<file path="src/rtl/bsg_fifo_drain_piso_pkg.sv">
// bsg_fifo_drain_piso_pkg
//   Shared helpers for the FIFO-drain parallel-in/serial-out block.
//   safe_clog2  : index width that is never zero, even for a one-entry range.
//   piece_index : maps the running piece count of a word onto the slice of
//                 the input word that goes out at that count.
package bsg_fifo_drain_piso_pkg;

    function automatic int safe_clog2(input int x);
        return (x <= 1) ? 1 : $clog2(x);
    endfunction

    // MSB-first mode walks the slices downward from the top slice.
    function automatic int piece_index(input int cnt, input int els, input bit lsb_first);
        return lsb_first ? cnt : (els - 1 - cnt);
    endfunction

endpackage

</file>
<file path="src/rtl/bsg_fifo_drain_piso_mux.sv">
// bsg_fifo_drain_piso_mux
//   One-of-els_p slice selector for a flat word of els_p pieces.
//   Ports:
//     words  in   width_p*els_p  flat input word, piece k at [k*width_p +: width_p]
//     sel    in   lg_els_lp      index of the piece to forward
//     piece  out  width_p        selected piece (zero for an out-of-range index)
module bsg_fifo_drain_piso_mux
    import bsg_fifo_drain_piso_pkg::*;
#(
    parameter int width_p   = 8,
    parameter int els_p     = 4,
    parameter int lg_els_lp = safe_clog2(els_p)
) (
    input  logic [width_p*els_p-1:0] words,
    input  logic [lg_els_lp-1:0]     sel,
    output logic [width_p-1:0]       piece
);

    always_comb begin
        piece = '0;
        for (int k = 0; k < els_p; k++) begin
            if (sel == lg_els_lp'(k)) begin
                piece = words[k*width_p +: width_p];
            end
        end
    end

endmodule

</file>
<file path="src/rtl/bsg_fifo_drain_piso.sv">
// bsg_fifo_drain_piso
//   Serializes wide words taken from the head of a valid-yumi producer (for
//   example a small 1r1w FIFO) into narrow pieces on a valid-ready output.
//   The word is only yumi'd once its final piece has been loaded into the
//   output register, so the producer's head entry doubles as the input buffer.
//
//   Ports:
//     clk_i      in   1              clock
//     reset_n_i  in   1              synchronous active-low reset
//     v_i        in   1              input word valid
//     data_i     in   width_p*els_p  input word, stable until yumi_o
//     len_i      in   lg_els_lp      pieces in word minus one
//     yumi_o     out  1              word consumed this cycle
//     v_o        out  1              output piece valid (registered)
//     data_o     out  width_p        output piece (registered)
//     last_o     out  1              final piece of a word (registered)
//     ready_i    in   1              downstream accepts a piece this cycle
module bsg_fifo_drain_piso
    import bsg_fifo_drain_piso_pkg::*;
#(
    parameter int width_p     = 8,
    parameter int els_p       = 4,
    parameter int lsb_first_p = 1,
    localparam int lg_els_lp  = safe_clog2(els_p)
) (
    input  logic                     clk_i,
    input  logic                     reset_n_i,
    input  logic                     v_i,
    input  logic [width_p*els_p-1:0] data_i,
    input  logic [lg_els_lp-1:0]     len_i,
    output logic                     yumi_o,
    output logic                     v_o,
    output logic [width_p-1:0]       data_o,
    output logic                     last_o,
    input  logic                     ready_i
);

    if (els_p < 2) begin : g_bad_els
        $error("bsg_fifo_drain_piso: els_p must be at least 2");
    end

    localparam logic [lg_els_lp-1:0] last_idx = lg_els_lp'(els_p - 1);

    logic [lg_els_lp-1:0] cnt_r;
    logic                 valid_r;
    logic [width_p-1:0]   data_r;
    logic                 last_r;

    logic [lg_els_lp-1:0] len_eff;
    logic [lg_els_lp-1:0] sel;
    logic [width_p-1:0]   piece;
    logic                 at_last;
    logic                 load;

    // An out-of-range length is clamped so the counter can never run past
    // the last slice, even when els_p is not a power of two.
    assign len_eff = (len_i > last_idx) ? last_idx : len_i;
    assign at_last = (cnt_r == len_eff);

    // Output register refills when empty or when its current piece is
    // leaving this cycle; ready_i never reaches v_o combinationally.
    assign load = v_i & (~valid_r | ready_i);

    assign sel = lg_els_lp'(piece_index(int'(cnt_r), els_p, lsb_first_p != 0));

    bsg_fifo_drain_piso_mux #(
        .width_p   (width_p),
        .els_p     (els_p),
        .lg_els_lp (lg_els_lp)
    ) u_mux (
        .words (data_i),
        .sel   (sel),
        .piece (piece)
    );

    // Yumi is masked during reset so an abandoned word stays at the producer
    // head and is re-sent from piece 0.
    assign yumi_o = reset_n_i & load & at_last;

    always_ff @(posedge clk_i) begin
        if (!reset_n_i) begin
            cnt_r   <= '0;
            valid_r <= 1'b0;
            data_r  <= '0;
            last_r  <= 1'b0;
        end else if (load) begin
            valid_r <= 1'b1;
            data_r  <= piece;
            last_r  <= at_last;
            cnt_r   <= at_last ? '0 : cnt_r + 1'b1;
        end else if (ready_i) begin
            valid_r <= 1'b0;
        end
    end

    assign v_o    = valid_r;
    assign data_o = data_r;
    assign last_o = last_r;

    always_ff @(posedge clk_i) begin
        if (reset_n_i && v_i) begin
            assert (len_i <= last_idx)
                else $error("bsg_fifo_drain_piso: len_i %0d exceeds els_p-1", len_i);
        end
    end

endmodule

</file>
<file path="config.mk">
export PLATFORM = sky130hd
export DESIGN_NAME = bsg_fifo_drain_piso
export DESIGN_NICKNAME = d
export VERILOG_FILES = /design/src/rtl/bsg_fifo_drain_piso_pkg.sv /design/src/rtl/bsg_fifo_drain_piso_mux.sv /design/src/rtl/bsg_fifo_drain_piso.sv
export SDC_FILE = /design/constraint.sdc
export NUM_CORES = 1
export LEC_CHECK = 0
export BUFFER_PORTS_ARGS = -buffer_cell sky130_fd_sc_hd__buf_2
export CORE_MARGIN = 1.5
export CORE_UTILIZATION = 40
export CTS_BUF_LIST = sky130_fd_sc_hd__clkbuf_16
export DETAILED_ROUTE_END_ITERATION = 16
export GPL_TIMING_DRIVEN = 1
export HOLD_SLACK_MARGIN = 0.1
export PLACE_DENSITY_LB_ADDON = 0.12
export SLEW_MARGIN = 25
export SYNTH_ARGS = -nofsm -noshare
export SYNTH_HDL_FRONTEND = slang
export SYNTH_SLANG_ARGS = --single-unit
</file>
<file path="constraint.sdc">
create_clock -name clk_i -period 2.4 [get_ports clk_i]
set_clock_uncertainty 0.2 [all_clocks]
set_input_delay 0.12 -clock clk_i [delete_from_list [all_inputs] [get_ports clk_i]]
set_output_delay 0.12 -clock clk_i [all_outputs]
set_load 0.1 [all_outputs]
</file>
# Word-level counts from Yosys, hierarchy flattened

Cells that the tools add are included.

Register bits: 12
Bits of input ports: 38
Output and inout bits: 11

$add $sub $neg: 1
$lt $le $gt $ge: 1
Equal/unequal tests: 4
Multiplexer cells: 8
Bitwise logic cells: 5
Reductions and logical operators: 2

Operator list:

| cell                                                  | count |
|---|---|
| two-way mux 8 bit                                     | 4 |
| equality test 2 bit (second input constant)           | 2 |
| two-way mux 2 bit                                     | 2 |
| bitwise AND 1 bit                                     | 3 |
| adder 2 x 1 -> 2 bit (second input constant)          | 1 |
| equality test 2 x 1 -> 1 bit (second input constant)  | 1 |
| equality test 2 bit                                   | 1 |
| greater-than comparator 2 bit (second input constant) | 1 |
| zero test 2 bit                                       | 1 |
| two-way mux 1 bit                                     | 2 |
| nonzero test 2 bit                                    | 1 |
| inverter 1 bit                                        | 1 |
| bitwise OR 1 bit                                      | 1 |

# Logic depth before layout (Yosys ltp)

Depth after elaboration: 5
Depth in mapped cells: 8
Depth with buffers taken out: 6

# Hierarchy

Synthesis repeated with hierarchy kept, for this count alone.

Cells, all modules: 73
Area total of the unflattened synthesis: 720.7 um^2

By module, submodules not included:

| module                  | times used | cells each | area an instance (um^2) | seq. area each (um^2) |
|---|---|---|---|---|
| bsg_fifo_drain_piso     | 1          | 63         | 524.3                   | 240.2 |
| bsg_fifo_drain_piso_mux | 1          | 10         | 196.4                   | 0.0 |

# Worst setup path after synthesis

OpenSTA, ideal clock, no wires.

Path type: register to output
Start point: register valid_r (netlist: v_o)
End point: output port yumi_o
Arrival: 1.863 ns
Setup slack: 0.217 ns
Stages on the path, launching flop included: 5
Cell sequence: dfxtp_1 nand2b_1 and2_1 clkbuf_1 and3_2

Word-level cells in the longest chain between the ends: 5

RTL lines:

| item                           | line                      | source |
|---|---|---|
| start: declaration             | bsg_fifo_drain_piso.sv:45 | `logic valid_r;` |
| start signal: assignment       | bsg_fifo_drain_piso.sv:83 | `valid_r <= 1'b0;` |
| start signal: assignment       | bsg_fifo_drain_piso.sv:87 | `valid_r <= 1'b1;` |
| start signal: assignment       | bsg_fifo_drain_piso.sv:92 | `valid_r <= 1'b0;` |
| inverter 1 bit                 | bsg_fifo_drain_piso.sv:62 | `assign load = v_i & (~valid_r \| ready_i);` |
| bitwise OR 1 bit               | bsg_fifo_drain_piso.sv:62 |  |
| bitwise AND 1 bit              | bsg_fifo_drain_piso.sv:62 |  |
| bitwise AND 1 bit (2 in a row) | bsg_fifo_drain_piso.sv:78 | `assign yumi_o = reset_n_i & load & at_last;` |
| end: declaration               | bsg_fifo_drain_piso.sv:31 | `output logic yumi_o,` |

No other way between the ends.

# Worst setup path in the final report

Start point: input port v_i
End point: output port yumi_o

Word-level cells in the longest chain between the ends: 3

RTL lines:

| item                           | line                      | source |
|---|---|---|
| start: declaration             | bsg_fifo_drain_piso.sv:28 | `input logic v_i,` |
| bitwise AND 1 bit              | bsg_fifo_drain_piso.sv:62 |  |
| bitwise AND 1 bit (2 in a row) | bsg_fifo_drain_piso.sv:78 |  |

No other way between the ends.

==> out/metrics.cfg <==
[run_status]
status = finished, final reports clean

[pwr]
leakage_nw = 0.6132
p_int_mw = 0.5282
cellPowerDensity_mw_per_mm2 = 684.8
p_seq_frac = 0.278
p_clk_frac = 0.363
p_sw_mw = 0.2987
peakVddDrop_uv = 550.0
p_sw_frac = 0.3612
combPwrFrac = 0.359

[sta]
fmaxAchievable_mhz = 489.9
layout_min_cycle_time_ps = 2041
post-route-period-util = 0.8506
rsz0062_at_grt = false
worstMarginPinSlew_ps = 529.0
fin_setup_tns_ps = 0
hold_viol = 0
slew_violations = 0
finalSetupViolations = 0
maxSlewHeadroom = 0.6473

[critical_path]
crit_fanout = 11
crit_slowest_cell = dlygate4sd3_1
cp_data_required_time_ps = 2080
critical-path-max-stage-delay_ps = 540
crit_type = in2out
crit_chain = dlygate4sd3_1 > buf_2 > and2_1 > and3_2 > buf_2
worstPathArrival_ps = 1720
crit_family = buffers and inverters
path_buf_inv = 3
endpoint_kind = primary output
critPathLaunchType = input pin
crit_top_cell = buf_2

[job]
max_cap_violations = 0

[cells_and_area]
diodes = 0
fin_util = 0.6772
nets = 210
area_growth_pct = 55.65
drive_gt1_frac = 0.3234

[floorplanning]
die_area_mm2 = 0.002213
die_w_um = 47.04
die_h_um = 47.04
design.core.area_mm2 = 0.001783
num_rows = 15
io_pins = 49
initial_core_util = 0.4351

[grt]
grt_pass1_wl_mm = 3.249
grt-ovfl-total = 0
globalRouteTotalUtil = 0.2088
grt_pass1_vias = 806
grt_max_degree = 17
antenna_found_initial = 0

[placed_design]
dp_hpwl_mm = 1.610
port_buffers = 48
finalWeightedCongestion = 0.7752

[drt]
first_iter_violations = 12
routed_wl_mm = 2.228
final_antenna_net_count = 0
dr.pass1.iters = 4
routed_via_density = 4.859
vias = 933
wl_per_cell_um = 11.60
drc = 0

[logic_synthesis]
synth_top_area_cell = dfxtp_1
synth_top_cell_area_share = 0.3097
postSynthAreaPerCell_um2 = 6.926
ys_types = 20
syn_area_um2 = 775.7
synth-seq-cells = 12
syn_nets = 154
netlist_top_cells_area = dfxtp_1 (31%), o21ai_0 (12%), a21oi_1 (11%)
yosys_warnings = 0
ys_seq_area_frac = 0.3097
synthCells = 112

[cts]
cts.clk_slew.worst_paths_ps = 40
clock-root-buffer = clkbuf_16
postCtsSetupRepairBufs = 0
clock_path_buffers = 2
numCtsBuffers = 3
cts_tree = done
clock-sinks = 12
worstSkewPairLatency_ps = 240
htree_levels = 1

[hold_path]
hp-class = in2reg

## layer usage
layer,vias to the layer above,track usage,part of all wire
met4,0,0.08333,0.011
met1,396,0.2774,0.49
met5,-,0,0
li1,493,-,-
met3,4,0.06538,0.066
met2,40,0.3151,0.43
## final cells by class
class,instances,area (um2)
Clock buffer,3,75.07
Clock inverter,1,3.754
Fill cell,153,575.6
Inverter,11,41.29
Multi-Input combinational cell,80,455.4
Sequential cell,12,240.2
Tap cell,25,31.28
Timing Repair Buffer,60,360.3
## state kept, by name (all words and copies together) (netlist names)
signal	cells
v_o	1
data_o	8
last_o	1
cnt_r	2
## stage by stage
step,total power [mW],cells,area (um2),hold slack [ps],setup slack (ps)
floorplan,0.4483,112,775.7,58.84,217.4
global placement,0.5119,176,1008,185.0,555.4
detailed placement,0.5135,176,1008,193.8,522.5
CTS,0.8311,192,1207,108.5,365.1
global route,0.8677,192,1207,162.5,252.5
finish,0.8268,192,1207,105.8,358.7
## timing repair
| item | in CTS | in global routing |
|---|---|---|
| endpoints found under the hold margin | 12 | 0 |
| gates resized for setup | 0 | 0 |
| hold buffers | 12 | 0 |
## power groups by stage
stage                     combinational, mW  clock (mW)  sequential, mW
final                                 0.297       0.300           0.230
after global routing                  0.322       0.313           0.233
after CTS                             0.297       0.304           0.230
after detailed placement              0.280           0           0.233
after global placement                0.278           0           0.233
after floorplan                       0.104           0           0.345
## tightest hold or removal path, cell delays in order
cell      delay, ps
buf_2            80
a21oi_1          60
o21ai_0          80
a221oi_1         80
nor2_1           90
## cell families after synthesis
kind of cell    count (synthesis)  share of synthesized area
flops                          12                     0.3097
simple gates                   29                     0.1613
compound gates                 46                     0.3500
xor+xnor                        1                    0.01129
fa+ha+maj                       4                    0.06452
buf+inv                        20                     0.1032
## worst paths after layout
kind                              start                      to  slack [ps]  depth (start not counted)
setup / recovery                    v_i                  yumi_o         360                          5
hold / removal               data_i[12]  data_o[4]$_SDFFE_PN0P_         110                          5
setup reg to reg  cnt_r[0]$_SDFFE_PN0P_  data_o[1]$_SDFFE_PN0P_         490                          6
hold reg to reg     last_o$_SDFFE_PN0P_     last_o$_SDFFE_PN0P_         270                          2
## synth_stat cells
cell type  instances
a21boi_0           2
a21boi_2           1
a21oi_1           17
a221oi_1           8
and2_1             1
and3_1             1
and3_2             1
buf_2              3
clkbuf_1           5
clkbuf_2           1
dfxtp_1           12
ha_1               4
inv_1             11
nand2_1           14
nand2b_1           1
nor2_1             9
o21ai_0           18
or2_2              1
or3_1              1
xor2_1             1
## placed cells by master, fill, tap and decap left out, types with 2 or more instances in the layout
cell | Yosys | final
a21oi_1 | 17 | 17
a21boi_0 | 2 | 2
dlygate4sd3_1 | 0 | 12
nor2_1 | 9 | 9
nand2_1 | 14 | 14
dfxtp_1 | 12 | 12
o21ai_0 | 18 | 18
ha_1 | 4 | 4
inv_1 | 11 | 11
buf_2 | 3 | 48
a221oi_1 | 8 | 8
clkbuf_16 | 0 | 3
No activity file was read; power rests on OpenSTA's default activity.
